File: src/rtl/dvp_frame_tx.sv
// DVP (OV7670-style) pixel bus transmitter: emits RGB565 test frames on pclk/vsync/href/d,
// two bytes per pixel, high byte first, with colour-bar or coordinate-ramp content.
module dvp_frame_tx #(
    parameter int H_ACTIVE = 640,
    parameter int H_BLANK  = 288,
    parameter int V_ACTIVE = 480,
    parameter int VS_LINES = 3,
    parameter int VBP      = 17,
    parameter int VFP      = 10
) (
    input  logic       clk,
    input  logic       rst,
    input  logic       en,
    input  logic       pat_sel,
    output logic       pclk,
    output logic       vsync,
    output logic       href,
    output logic [7:0] d,
    output logic       frame_done
);
    localparam int LT      = 2 * H_ACTIVE + H_BLANK;
    localparam int FL      = VS_LINES + VBP + V_ACTIVE + VFP;
    localparam int HW      = $clog2(LT);
    localparam int VW      = $clog2(FL);
    localparam int V_FIRST = VS_LINES + VBP;
    localparam int V_END   = V_FIRST + V_ACTIVE;
    localparam int BAR_W   = H_ACTIVE / 8;

    typedef enum logic {IDLE, RUN} state_t;

    state_t        state, state_n;
    logic [HW-1:0] hcnt, hcnt_n;
    logic [VW-1:0] vcnt, vcnt_n;
    logic          pat, pat_n;
    logic          tick;

    // A tick is the clk edge where pclk falls, so outputs settle half a pclk before its rise.
    assign tick = pclk;

    always_comb begin
        state_n = state;
        hcnt_n  = hcnt;
        vcnt_n  = vcnt;
        pat_n   = pat;
        case (state)
            IDLE: begin
                if (en) begin
                    state_n = RUN;
                    hcnt_n  = '0;
                    vcnt_n  = '0;
                    pat_n   = pat_sel;
                end
            end
            RUN: begin
                if (32'(hcnt) == LT - 1) begin
                    hcnt_n = '0;
                    if (32'(vcnt) == FL - 1) begin
                        vcnt_n = '0;
                        if (en) pat_n = pat_sel;
                        else    state_n = IDLE;
                    end else begin
                        vcnt_n = vcnt + VW'(1);
                    end
                end else begin
                    hcnt_n = hcnt + HW'(1);
                end
            end
            default: state_n = IDLE;
        endcase
    end

    // Outputs are decoded from the post-tick counters so they register on the same tick.
    logic        run_n, vs_n, act_n, done_n;
    logic [7:0]  x8, y8, d_n;
    logic [2:0]  bar;
    logic [15:0] pix;

    always_comb begin
        run_n  = (state_n == RUN);
        vs_n   = run_n && (32'(vcnt_n) < VS_LINES);
        act_n  = run_n && (32'(vcnt_n) >= V_FIRST) && (32'(vcnt_n) < V_END)
                 && (32'(hcnt_n) < 2 * H_ACTIVE);
        done_n = run_n && (32'(hcnt_n) == LT - 1) && (32'(vcnt_n) == FL - 1);
        x8     = 8'(hcnt_n >> 1);
        y8     = 8'(32'(vcnt_n) - V_FIRST);
        bar    = 3'(32'(hcnt_n >> 1) / BAR_W);
        pix    = 16'h0000;
        if (pat_n) begin
            pix = {x8, y8};
        end else begin
            case (bar)
                3'd0: pix = 16'hFFFF;
                3'd1: pix = 16'hFFE0;
                3'd2: pix = 16'h07FF;
                3'd3: pix = 16'h07E0;
                3'd4: pix = 16'hF81F;
                3'd5: pix = 16'hF800;
                3'd6: pix = 16'h001F;
                default: pix = 16'h0000;
            endcase
        end
        d_n = act_n ? (hcnt_n[0] ? pix[7:0] : pix[15:8]) : 8'h00;
    end

    always_ff @(posedge clk or negedge rst) begin
        if (!rst) begin
            state      <= IDLE;
            hcnt       <= '0;
            vcnt       <= '0;
            pat        <= 1'b0;
            pclk       <= 1'b0;
            vsync      <= 1'b0;
            href       <= 1'b0;
            d          <= 8'h00;
            frame_done <= 1'b0;
        end else begin
            pclk       <= ~pclk;
            frame_done <= 1'b0;
            if (tick) begin
                state      <= state_n;
                hcnt       <= hcnt_n;
                vcnt       <= vcnt_n;
                pat        <= pat_n;
                vsync      <= vs_n;
                href       <= act_n;
                d          <= d_n;
                frame_done <= done_n;
            end
        end
    end
endmodule
File: config.mk
export PLATFORM = sky130hd
export DESIGN_NAME = dvp_frame_tx
export DESIGN_NICKNAME = d
export VERILOG_FILES = /design/src/rtl/dvp_frame_tx.sv
export SDC_FILE = /design/constraint.sdc
export NUM_CORES = 1
export LEC_CHECK = 0
export CAP_MARGIN = 20
export CORE_MARGIN = 2
export CORE_UTILIZATION = 55
export DETAILED_ROUTE_END_ITERATION = 6
export GPL_ROUTABILITY_DRIVEN = 0
export PLACE_DENSITY = 0.77
export SLEW_MARGIN = 30
export SYNTH_ARGS = -nofsm -noshare
export SYNTH_HDL_FRONTEND = slang
export SYNTH_SLANG_ARGS = --single-unit
File: constraint.sdc
create_clock -name clk -period 3.99 [get_ports clk]
set_input_delay 0.5985 -clock clk [delete_from_list [all_inputs] [get_ports clk]]
set_output_delay 0.5985 -clock clk [all_outputs]
set_load 0.01 [all_outputs]
==> out/qor.yml <==
flow_run:
  max-cap-violations: 0
grt:
  overflow: 0
  grt_max_degree: 46
  grt_antenna_before_repair: 0
  grt_pass1_vias: 2608
  grt.total_usage: 0.295
  grt_first_pass_wirelength_um: 12700
placement:
  placed_cells: 434
  dp_slack_ns: 0.131
  port-buffer-count: 15
  hpwl_um: 5630
outcome:
  status: "finished clean"
sta:
  hold_viol: 0
  worstMarginPinSlew_ns: 0.541
  setup_violations: 0
  fin_worst_skew_ns: 0.0117
  grt_setup_unrepaired: "no"
  setup_slack_ns: 0.193
  fmax_mhz: 263
  slew_headroom: 0.639
  hold_slack_ns: 0.482
  report.final.slew_viol_count: 0
  tns_ns: 0
  layout_min_cycle_time_ns: 3.80
  finalCritPeriodShare: 0.952
clock_tree:
  clkSinkCount: 34
  clock_latency_ns: 0.29
  clk_pin_slew_worst_paths_ns: 0.07
  htreeDepth: 2
  cts_tree: "done"
  cts_root_buf: "clkbuf_8"
  numCtsBuffers: 5
  clockBufferDepth: 2
power_and_ir_drop:
  finalPower_w: 0.000612
  p_per_area_nw_per_um2: 190
  ir_drop_uv: 191
  p_leak_nw: 1.31
setup_path:
  critPathMaxFanout: 10
  arrival_ns: 3.98
  crit_type: "flip-flop to flip-flop"
  critPathLaunchType: "flip-flop"
  critPathRequiredTime_ns: 4.17
  critPathCaptureType: "flip-flop"
logic_synthesis:
  async_flop_share: 1.00
  ys_ff_latch: 34
  yosys_warnings: 0
  ys.flop_type: "dfrtp_1"
  ys_types: 67
  synth-seq-area-share: 0.301
  syn_area_sq_um: 2830
  syn_nets: 363
  synthCells: 352
  syn_area_per_cell_sq_um: 8.03
  synth_edf_count: 0
route:
  drc: 0
  vias_per_cell: 6.61
  wire_per_inst_um: 17.9
  drtAntennaViolNets: 0
  wl_um: 7910
  drt_iter0_markers: 273
  firstDrtPassIters: 5
  vias: 2917
die:
  core_area_sq_um: 5040
  start_util: 0.561
  die-width_um: 75.7
  std_cell_rows: 26
  die_h_um: 75.7
  fp.dieArea_sq_um: 5730
  ios: 16
finish:
  antennaDiodeCount: 0
  drive_gt1_frac: 0.132
  fin_cells: 441
  fin_nets: 383
  synthToLayoutAreaGrowth_pct: 14.0
worst_hold_path:
  min_path_type: "flip-flop to flip-flop"
sequential cells by signal, indices dropped and copies added, names as in the netlist:
register / flops
pat: 1
hcnt: 11
pclk: 1
state: 1
vsync: 1
d: 8
href: 1
frame_done: 1
vcnt: 9
power by group:
part	total, W	internal, W	leakage, nW	switching [W]
clock	0.000255	0.000133	0.0431	0.000122
combinational	0.0000124	0.00000410	0.871	0.00000831
sequential	0.000345	0.000345	0.399	0
total	0.000612	0.000482	1.31	0.000130
cells in the mapped netlist (7+ instances only):
library cell | number | area (sq um)
a21oi_1 | 34 | 170
a22oi_1 | 8 | 60.1
buf_2 | 8 | 40.0
clkbuf_1 | 17 | 63.8
dfrtp_1 | 34 | 851
ha_1 | 7 | 87.6
inv_1 | 11 | 41.3
nand2_1 | 21 | 78.8
nand3_1 | 16 | 80.1
nor2_1 | 34 | 128
nor3_1 | 8 | 40.0
o21ai_0 | 20 | 100
per-layer routing:
| layer | vias up | global-route usage | wire, um |
|---|---|---|---|
| met5 | - | 0 | 0 |
| met4 | 0 | 0.113 | 251 |
| met3 | 31 | 0.0463 | 561 |
| met2 | 145 | 0.478 | 3670 |
| met1 | 1378 | 0.398 | 3420 |
| li1 | 1363 | - | - |
critical path: stages, from the launching register on:
cell and delay, ns:
dfrtp_1 0.57, nand4_1 0.23, or3_1 0.41, a41oi_1 0.26
nand2_1 0.15, ha_1 0.39, nand2b_1 0.27, a21oi_1 0.10
or4_1 0.46, a222oi_1 0.36, a21o_1 0.13, o2111ai_2 0.20
o221ai_1 0.15
what timing repair did:
item                                    CTS  global route
hold endpoints to repair                  0             0
endpoints found under the setup margin    0             3
gates resized for setup                   0             1
hold buffers                              0             0
buffers inserted                          0             1
kinds of logic after synthesis:
kind of cell | synth area share
AOI/OAI and AO/OA | 0.283
xor gates and xnor gates | 0.0248
adders and majority gates | 0.0416
buffers and inverters | 0.0611
DFF | 0.301
muxes | 0.0230
and+or+nand+nor | 0.265
layout by cell type (no fill, tap or decap), types with 11 or more instances in the layout:
cell	n
buf_4	26
clkdlybuf4s50_1	15
nand2_1	21
a21oi_1	34
inv_1	11
dfrtp_1	34
o21ai_0	20
nor2_1	34
nand3_1	16
final cells by class:
| class | instances | area [sq um] |
|---|---|---|
| clock buffer | 6 | 82.6 |
| fill | 443 | 1820 |
| inverter | 14 | 52.6 |
| multi-input combinational | 276 | 1800 |
| sequential | 34 | 851 |
| tap | 70 | 87.6 |
| timing repair buffer | 41 | 345 |
path summary, 6_finish.rpt:
| path | to | cells after the start | start | slack (ns) |
|---|---|---|---|---|
| min in group asynchronous | hcnt[9]$_DFFE_PN0P_ | 2 | rst | 0.72 |
| min | href$_DFFE_PN0P_ | 1 | href$_DFFE_PN0P_ | 0.48 |
| min reg2reg | href$_DFFE_PN0P_ | 1 | href$_DFFE_PN0P_ | 0.48 |
| max | d[2]$_DFFE_PN0P_ | 12 | hcnt[5]$_DFFE_PN0P_ | 0.19 |
| max reg2reg | d[2]$_DFFE_PN0P_ | 12 | hcnt[5]$_DFFE_PN0P_ | 0.19 |
| max in group asynchronous | href$_DFFE_PN0P_ | 2 | rst | 2.95 |
metrics by stage:
step,area [sq um],utilization
4_1_cts,3220,0.638
3_3_place_gp,3130,0.621
3_5_place_dp,3130,0.621
2_1_floorplan,2830,-
5_1_grt,3220,0.639
6_report,3220,0.639
Power figures use the tool's default switching activity.
